==> src/rtl/instruction_loader_pkg.sv <==
// Shared definitions for the instruction loader and its neighbours in the fetch path.
// Holds the word width, the end-of-program marker and the loader state encoding.
package instruction_loader_pkg;

  localparam int LENGTH = 32;

  localparam logic [LENGTH-1:0] EOF_WORD = 32'hFFFF_FFFF;

  typedef enum logic [1:0] {
    IDLE  = 2'd0,
    LOAD  = 2'd1,
    DONE  = 2'd2,
    ERROR = 2'd3
  } load_state_t;

endpackage

==> src/rtl/instruction_loader_if.sv <==
// Byte-stream input and instruction-memory write bundle of the instruction loader.
// The master side feeds bytes and start pulses; the slave side is the loader.
interface instruction_loader_if #(
  parameter int LENGTH = 32
);
  logic              start;
  logic [7:0]        rx_data;
  logic              rx_valid;
  logic [LENGTH-1:0] instruction_to_write;
  logic [LENGTH-1:0] address_to_write;
  logic              wr_memory_instruction_enable;
  logic              mips_enable;
  logic              load_done;
  logic              load_error;
  logic [LENGTH-1:0] word_count;

  modport master (
    output start, rx_data, rx_valid,
    input  instruction_to_write, address_to_write, wr_memory_instruction_enable,
    input  mips_enable, load_done, load_error, word_count
  );

  modport slave (
    input  start, rx_data, rx_valid,
    output instruction_to_write, address_to_write, wr_memory_instruction_enable,
    output mips_enable, load_done, load_error, word_count
  );
endinterface

==> src/rtl/instruction_loader_byte_to_word_assembler.sv <==
// Big-endian byte-to-word assembler: first byte lands in bits [31:24].
// word/word_valid are combinational on the 4th byte so the loader can register the write one cycle later.
module byte_to_word_assembler
  import instruction_loader_pkg::*;
(
  input  logic              clk,
  input  logic              reset,
  input  logic              clear,
  input  logic              enable,
  input  logic              byte_valid,
  input  logic [7:0]        byte_in,
  output logic [LENGTH-1:0] word,
  output logic              word_valid
);

  logic [LENGTH-9:0] shift_reg;
  logic [1:0]        byte_count_reg;

  assign word       = {shift_reg, byte_in};
  assign word_valid = enable && byte_valid && (byte_count_reg == 2'd3);

  always_ff @(posedge clk) begin
    if (!reset) begin
      shift_reg      <= '0;
      byte_count_reg <= 2'd0;
    end else if (clear) begin
      shift_reg      <= '0;
      byte_count_reg <= 2'd0;
    end else if (enable && byte_valid) begin
      shift_reg      <= {shift_reg[LENGTH-17:0], byte_in};
      byte_count_reg <= byte_count_reg + 2'd1;
    end
  end

endmodule

==> src/rtl/instruction_loader.sv <==
// Loads a byte stream into instruction memory word by word until the EOF word arrives,
// then enables the pipeline; stops with an error if the memory would overflow.
module instruction_loader
  import instruction_loader_pkg::*;
#(
  parameter int MEM_DEPTH = 256
) (
  input  logic clk,
  input  logic reset,
  instruction_loader_if.slave bus
);

  load_state_t       state_reg;
  logic [LENGTH-1:0] next_address_reg;
  logic [LENGTH-1:0] instruction_reg;
  logic [LENGTH-1:0] address_reg;
  logic              wr_enable_reg;
  logic              mips_enable_reg;
  logic              load_done_reg;
  logic              load_error_reg;
  logic [LENGTH-1:0] word_count_reg;

  logic              clear;
  logic              loading;
  logic [LENGTH-1:0] word;
  logic              word_valid;

  // A start outside LOAD re-arms; the byte arriving in that same cycle is not loading yet and is dropped.
  assign loading = (state_reg == LOAD);
  assign clear   = bus.start && !loading;

  byte_to_word_assembler u_assembler (
    .clk        (clk),
    .reset      (reset),
    .clear      (clear),
    .enable     (loading),
    .byte_valid (bus.rx_valid),
    .byte_in    (bus.rx_data),
    .word       (word),
    .word_valid (word_valid)
  );

  always_ff @(posedge clk) begin
    if (!reset) begin
      state_reg        <= IDLE;
      next_address_reg <= '0;
      instruction_reg  <= '0;
      address_reg      <= '0;
      wr_enable_reg    <= 1'b0;
      mips_enable_reg  <= 1'b0;
      load_done_reg    <= 1'b0;
      load_error_reg   <= 1'b0;
      word_count_reg   <= '0;
    end else begin
      wr_enable_reg <= 1'b0;
      case (state_reg)
        LOAD: begin
          if (word_valid) begin
            if (word == EOF_WORD) begin
              state_reg       <= DONE;
              load_done_reg   <= 1'b1;
              mips_enable_reg <= 1'b1;
            end else if (word_count_reg == LENGTH'(MEM_DEPTH)) begin
              state_reg       <= ERROR;
              load_error_reg  <= 1'b1;
              mips_enable_reg <= 1'b0;
            end else begin
              instruction_reg  <= word;
              address_reg      <= next_address_reg;
              wr_enable_reg    <= 1'b1;
              next_address_reg <= next_address_reg + LENGTH'(4);
              word_count_reg   <= word_count_reg + LENGTH'(1);
            end
          end
        end
        default: begin
          if (bus.start) begin
            state_reg        <= LOAD;
            next_address_reg <= '0;
            word_count_reg   <= '0;
            mips_enable_reg  <= 1'b0;
            load_done_reg    <= 1'b0;
            load_error_reg   <= 1'b0;
          end
        end
      endcase
    end
  end

  assign bus.instruction_to_write         = instruction_reg;
  assign bus.address_to_write             = address_reg;
  assign bus.wr_memory_instruction_enable = wr_enable_reg;
  assign bus.mips_enable                  = mips_enable_reg;
  assign bus.load_done                    = load_done_reg;
  assign bus.load_error                   = load_error_reg;
  assign bus.word_count                   = word_count_reg;

endmodule

==> src/flat_wrapper.sv <==
// flat-port wrapper written by rule: the top's interface ports become plain ports
module instruction_loader_flat import instruction_loader_pkg::*;
#(
  parameter int MEM_DEPTH = 256
)
  (clk, reset, bus_start, bus_rx_data, bus_rx_valid, bus_instruction_to_write, bus_address_to_write, bus_wr_memory_instruction_enable, bus_mips_enable, bus_load_done, bus_load_error, bus_word_count);
  instruction_loader_if #(.LENGTH(32)) bus_i ();
  input  logic clk;
  input  logic reset;
  input wire logic [$bits(bus_i.start)-1:0] bus_start;
  input wire logic [$bits(bus_i.rx_data)-1:0] bus_rx_data;
  input wire logic [$bits(bus_i.rx_valid)-1:0] bus_rx_valid;
  output wire logic [$bits(bus_i.instruction_to_write)-1:0] bus_instruction_to_write;
  output wire logic [$bits(bus_i.address_to_write)-1:0] bus_address_to_write;
  output wire logic [$bits(bus_i.wr_memory_instruction_enable)-1:0] bus_wr_memory_instruction_enable;
  output wire logic [$bits(bus_i.mips_enable)-1:0] bus_mips_enable;
  output wire logic [$bits(bus_i.load_done)-1:0] bus_load_done;
  output wire logic [$bits(bus_i.load_error)-1:0] bus_load_error;
  output wire logic [$bits(bus_i.word_count)-1:0] bus_word_count;
  assign bus_i.start = bus_start;
  assign bus_i.rx_data = bus_rx_data;
  assign bus_i.rx_valid = bus_rx_valid;
  assign bus_instruction_to_write = bus_i.instruction_to_write;
  assign bus_address_to_write = bus_i.address_to_write;
  assign bus_wr_memory_instruction_enable = bus_i.wr_memory_instruction_enable;
  assign bus_mips_enable = bus_i.mips_enable;
  assign bus_load_done = bus_i.load_done;
  assign bus_load_error = bus_i.load_error;
  assign bus_word_count = bus_i.word_count;
  instruction_loader #(.MEM_DEPTH(MEM_DEPTH)) u_core (.clk(clk), .reset(reset), .bus(bus_i));
endmodule
==> config.mk <==
export PLATFORM = sky130hd
export DESIGN_NAME = instruction_loader_flat
export DESIGN_NICKNAME = d
export VERILOG_FILES = /design/src/rtl/instruction_loader_pkg.sv /design/src/rtl/instruction_loader_if.sv /design/src/rtl/instruction_loader_byte_to_word_assembler.sv /design/src/rtl/instruction_loader.sv /design/src/flat_wrapper.sv
export SDC_FILE = /design/constraint.sdc
export NUM_CORES = 1
export LEC_CHECK = 0
export ABC_AREA = 1
export CAP_MARGIN = 20
export CELL_PAD_IN_SITES_DETAIL_PLACEMENT = 0
export CELL_PAD_IN_SITES_GLOBAL_PLACEMENT = 1
export CORE_MARGIN = 5
export CORE_UTILIZATION = 35
export DETAILED_ROUTE_END_ITERATION = 16
export PLACE_DENSITY = 0.85
export SYNTH_ARGS = -nofsm -noshare
export SYNTH_HDL_FRONTEND = slang
export SYNTH_HIERARCHICAL = 1
export SYNTH_SLANG_ARGS = --single-unit
==> constraint.sdc <==
create_clock -name clk -period 5.84 [get_ports clk]
set_clock_uncertainty 0.2 [all_clocks]
set_input_delay 0.584 -clock clk [delete_from_list [all_inputs] [get_ports clk]]
set_output_delay 0.584 -clock clk [all_outputs]
set_load 0.005 [all_outputs]
==> run_results.csv, run 1 <==
group,metric,value,unit
synthesis,synthDistinctLibCells,30,
routing,drt_iter0_drc,525,
outcome,status,"finished, final reports clean",
timing,drv_slew,0,
global_route,grt_max_degree,66,
timing,finalCritPeriodShare,60.4,%
run,maxCapViolations,0,
final_layout,final_cell_mix,"376 x nand2_1, 261 x nor2_1, 193 x inv_1",
routing,drc,0,
timing,slew_headroom,42.0,%
timing,hold_ws,245,ps
routing,dr.pass1.iters,5,
pwr,ir_drop,0.167,mV
setup_path,critPathRequiredTime,5960,ps
cts,clock_sinks,156,
timing,setup-violations-final,0,
die,pin_count,112,
synthesis,synth.avg_cell_area,6.08,um2
cts,cts.repair.resized,0,
synthesis,ys_seq_elements,156,
synthesis,postSynthCellCount,1378,
final_layout,layout.nets,1460,
global_route,grt_overflow,0,
synthesis,synth-edff-count,0,
final_layout,antennaDiodeCount,0,
routing,via_per_inst,4.62,
pwr,p_leak,0.00400,uW
global_route,grt_usage,17.2,%
final_layout,final_area,10100,um2
placement,port_buffers,109,
die,core_area,23500,um2
timing,worst_pin_slew,867,ps
routing,wl_per_cell,12.8,um
synthesis,synth_ff_type,"dfxtp_1",
setup_path,cp-end-kind,"flop",
placement,dp_hpwl,15600,um
timing,period_needed,3530,ps
global_route,grt_pass1_wl,38200,um
global_route,antenna_found_initial,0,
die,die_area,27100,um2
min_path,hold_path_class,"reg2reg",
cts,cts_setup_buffers,0,
pwr,power.density,240,nW/um2
die,fp.dieW,165,um
cts,holdBufCountCts,0,
final_layout,area_growth,20.9,%
cts,h-tree-depth,4,
die,row_count,56,
setup_path,crit_type,"reg2reg",
cts,insertion_delay,430,ps
cts,clock-root-buffer,"clkbuf_16",
cts,clockBufferDepth,2,
timing,grt_setup_unrepaired,"false",
placement,place.gp.congestion,0.861,
pwr,fin_total_pwr,2430,uW
cts,cts_tree,"built",
synthesis,async_flop_share,0,%
setup_path,cp.arrival,3650,ps
timing,finalHoldViolations,0,
cts,path_clk_slew,70,ps
placement,postPlaceCellArea,9520,um2
synthesis,ys_seq_area_share,37.3,%
routing,ant_nets,0,
cts,cts_inserted_buffers,17,
synthesis,syn-cell-area,8380,um2
global_route,grt_pass1_vias,7646,
setup_path,path_max_fanout,55,
die,start_util,35.6,%
setup_path,start_kind,"flop",
final_layout,mostFrequentLayoutCell,"nand2_1",
routing,via_count,8209,
final_layout,drive_gt1_share,3.57,%
routing,wl,22800,um
timing,max_freq,0.284,GHz
synthesis,yosysWarnings,6,
die,die_h,165,um
timing,final.setup.tns,0,ps
-- final cells by class --
| cell class | instances | area, um2 |
|---|---|---|
| fillers | 2546 | 13400 |
| repair buffers | 115 | 1130 |
| well taps | 319 | 399 |
| multi-input cells | 958 | 4130 |
| flip-flops and latches | 156 | 3120 |
| clock buffers | 18 | 439 |
| inverters | 196 | 736 |
| clock inverters | 14 | 171 |
-- path summary, 6_finish.rpt --
path	cells past startpoint	slack, ps	startpoint	endpoint
max reg2reg	12	2310	u_core/bus.word_count[0]$_SDFFE_PN0P_	u_core/next_address_reg[26]$_SDFFE_PN0P_
max	12	2310	u_core/bus.word_count[0]$_SDFFE_PN0P_	u_core/next_address_reg[26]$_SDFFE_PN0P_
min reg2reg	2	250	u_core/bus.address_to_write[27]$_SDFFE_PN0P_	u_core/bus.address_to_write[27]$_SDFFE_PN0P_
min	2	250	u_core/bus.address_to_write[27]$_SDFFE_PN0P_	u_core/bus.address_to_write[27]$_SDFFE_PN0P_
-- power breakdown --
group,internal [uW],switching [uW],leakage [uW]
Clock,591,539,0.000295
Combinational,61.9,132,0.00244
Sequential,1080,20.6,0.00126
Total,1730,692,0.00400
-- logic make-up after synthesis --
logic type | count (synthesis) | synth area share (%)
AND/OR/NAND/NOR | 777 | 37.8
buffers and inverters | 265 | 13.6
adder cells (fa/ha/maj) | 4 | 0.597
XOR/XNOR | 6 | 0.627
other | 1 | 0.0448
flip-flops | 156 | 37.3
AO/OA/AOI/OAI | 169 | 10.1
-- metrics by stage --
step           cells  util, %  setup WS, ps
2_1_floorplan   1379        -          3190
3_3_place_gp    1744     40.4          2130
3_5_place_dp    1744     40.4          2050
4_1_cts         1776     43.0          2320
5_1_grt         1776     43.0          1990
6_report        1776     43.0          2310
-- cell usage after synthesis, types with 3 or more instances --
master | number | share of area [%]
buf_1 | 5 | 0.22
buf_2 | 19 | 1.1
clkbuf_1 | 20 | 0.90
inv_1 | 193 | 8.6
a21oi_1 | 98 | 5.9
ha_1 | 4 | 0.60
dfxtp_1 | 156 | 37
xor2_1 | 3 | 0.31
nor2_1 | 261 | 12
o21ai_0 | 71 | 4.2
xnor2_1 | 3 | 0.31
buf_4 | 16 | 1.4
nand2_1 | 376 | 17
nand2_2 | 3 | 0.22
nand3_1 | 95 | 5.7
nand4_1 | 18 | 1.3
buf_6 | 8 | 1.1
nor2_2 | 4 | 0.30
nor3_1 | 11 | 0.66
-- layer usage --
metal | GRT usage, % | routed length, um | vias up
met2 | 28.5 | 10600 | 155
met1 | 23.0 | 10900 | 3675
met4 | 4.42 | 204 | 0
li1 | - | - | 4362
met5 | 0 | 0 | -
met3 | 3.54 | 1090 | 17
-- worst max-delay path, cell delays in order, from the launching register on --
cell and delay, ps:
dfxtp_1 380, inv_1 120, ha_1 250, nand2_1 80, nor2_1 110, nand2_1 80
nor2_1 170, nand3_4 550, nand2_2 710, buf_4 490, nand2_1 100, nand2_1 90
nor2_1 50
No activity file was read; power rests on OpenSTA's default activity.
==> inputs of run 2 (changes only) <==
PLACE_DENSITY = 0.88   (was 0.85)
clock period = 3.1 ns   (was 5.84 ns; I/O delays follow)
==> run 2 against run 1 <==
Against the previous run:
- via count is 0.80% higher
- non-clock buffer count is 8 higher
- sequential share of layout area is 0.30 points lower
- utilization grew 0.42 points
- power rose by 91%
- design area up 0.98%
- global-route usage fell by 0.13 points
- critical path type unchanged
- critical endpoint is now u_core/bus.address_to_write[3]$_SDFFE_PN0P_
- largest cell class unchanged
==> run_results.csv, run 2 (synthesized netlist as in run 1, its figures left out) <==
group,metric,value,unit
placement,dp_hpwl,15600,um
routing,wl,22500,um
routing,wl_per_cell,12.6,um
final_layout,layout.nets,1468,
routing,drc,0,
placement,dp_slack,404,ps
final_layout,finalCoreUtilization,43.4,%
timing,finalCritPeriodShare,79.7,%
placement,place.gp.congestion,0.898,
timing,setup-violations-final,0,
routing,ant_nets,0,
cts,clockBufferDepth,2,
cts,h-tree-depth,4,
timing,period_needed,2470,ps
final_layout,final_cell_mix,"376 x nand2_1, 261 x nor2_1, 193 x inv_1",
min_path,min_from,"u_core/bus.instruction_to_write[9]$_SDFFE_PN0P_",
global_route,grt_pass1_vias,7740,
min_path,min_to,"u_core/bus.instruction_to_write[9]$_SDFFE_PN0P_",
final_layout,multi_input_area,4130,um2
global_route,grt_usage,17.1,%
setup_path,path_max_fanout,41,
timing,grt_setup_unrepaired,"false",
die,fp.dieW,165,um
die,pin_count,112,
timing,max_freq,0.405,GHz
run,maxCapViolations,0,
routing,dr.pass1.iters,5,
min_path,hold_path_class,"reg2reg",
timing,worst_pin_slew,615,ps
final_layout,drive_gt1_share,4.03,%
cts,clock_sinks,156,
placement,place_inst,1751,
setup_path,crit_buf_inv,3,
pwr,p_leak,0.00405,uW
setup_path,start_kind,"flop",
timing,finalHoldViolations,0,
timing,slew_headroom,58.9,%
cts,cts_tree,"built",
final_layout,mostFrequentLayoutCell,"nand2_1",
final_layout,fill_cells,2501,
global_route,grt_pass1_wl,38200,um
setup_path,path_cells,"buf_4, inv_1, ha_1, nand2_1, nor2_1, nand2_1, nor2_1, nand2_2, nand3_4, buf_4, o21ai_0, a21oi_1",
cts,path_clk_slew,80,ps
cts,clock-root-buffer,"clkbuf_16",
cts,cts_inserted_buffers,17,
outcome,status,"finished, final reports clean",
final_layout,regArea,3120,um2
routing,via_count,8275,
die,start_util,35.6,%
setup_path,slowest_delay,340,ps
setup_path,reg2reg_slack,630,ps
pwr,fin_total_pwr,4640,uW
setup_path,cp.arrival,2620,ps
pwr,ir_drop,0.344,mV
setup_path,rr_worst_depth,12,
cts,insertion_delay,440,ps
routing,drt_iter0_drc,505,
placement,port_buffers,109,
setup_path,cp-end-kind,"flop",
timing,drv_slew,0,
timing,fin_ws,629,ps
setup_path,r2r_end,"u_core/bus.address_to_write[3]$_SDFFE_PN0P_",
pwr,power.density,454,nW/um2
final_layout,area_growth,22.0,%
die,die_h,165,um
min_path,hold_depth,2,
timing,final.setup.tns,0,ps
setup_path,critPathRequiredTime,3250,ps
routing,via_per_inst,4.64,
die,die_area,27100,um2
setup_path,crit_type,"reg2reg",
global_route,grt_overflow,0,
global_route,grt_max_degree,87,
setup_path,cpLargestDelayFamily,"simple AND/OR/NAND/NOR gates",
setup_path,rr_startpoint,"u_core/bus.word_count[0]$_SDFFE_PN0P_",
die,row_count,56,
global_route,antenna_found_initial,0,
setup_path,cpMaxStageDelayCell,"buf_4",
final_layout,finalNonFillerCells,1784,
die,core_area,23500,um2
final_layout,antennaDiodeCount,0,
[run 2: where the power goes]
group          total [uW]  switching, uW  internal, uW  leakage [uW]
Combinational         367            246           121       0.00249
Sequential           2070           38.6          2040       0.00126
Clock                2200           1080          1120      0.000306
Total                4640           1360          3280       0.00405
[run 2: worst max path at each step]
| stage | to | startpoint | cells after the start |
|---|---|---|---|
| final | u_core/bus.address_to_write[3]$_SDFFE_PN0P_ | u_core/bus.word_count[0]$_SDFFE_PN0P_ | 12 |
| after floorplan | u_core/bus.word_count[15]$_SDFFE_PN0P_ | u_core/state_reg[0]$_SDFFE_PN0P_ | 16 |
| after detailed placement | u_core/bus.address_to_write[3]$_SDFFE_PN0P_ | bus_rx_data[7] | 10 |
| after CTS | u_core/bus.address_to_write[3]$_SDFFE_PN0P_ | u_core/bus.word_count[0]$_SDFFE_PN0P_ | 12 |
| after global placement | u_core/bus.address_to_write[3]$_SDFFE_PN0P_ | bus_rx_data[7] | 10 |
| after global routing | u_core/bus.instruction_to_write[25]$_SDFFE_PN0P_ | u_core/bus.word_count[0]$_SDFFE_PN0P_ | 12 |
[run 2: per-layer routing]
metal | track usage, % | wire length [um] | part of all wire (%)
met5 | 0 | 0 | 0
met3 | 3.52 | 1020 | 4.5
met2 | 28.3 | 10500 | 47
met4 | 4.54 | 329 | 1.5
met1 | 22.7 | 10600 | 47
[run 2: cell type report]
class                           instances  area share [%]
Clock buffer                           17            4.16
Clock inverter                         15            2.04
Inverter                              196            7.20
Multi-Input combinational cell        958            40.4
Sequential cell                       156            30.5
Tap cell                              319            3.90
Timing Repair Buffer                  123            11.8
[run 2: worst reg2reg max path: stages (launching register included)]
cell and delay, ps:
dfxtp_1 300, buf_4 150, inv_1 100, ha_1 230
nand2_1 70, nor2_1 90, nand2_1 50, nor2_1 200
nand2_2 160, nand3_4 110, buf_4 340, o21ai_0 220
a21oi_1 170
[run 2: stage by stage]
step                cell area, um2  hold WS (ps)
finish                       10200           246
global route                 10200           267
CTS                          10200           248
detailed placement            9580           236
global placement              9580           233
floorplan                     8380           240
[run 2: repair_timing]
action | in CTS | in global routing
gates resized for setup | 0 | 0
endpoints found under the hold margin | 4 | 0
setup buffers | 0 | 0
hold buffers | 1 | 0
setup endpoints to repair | 0 | 0
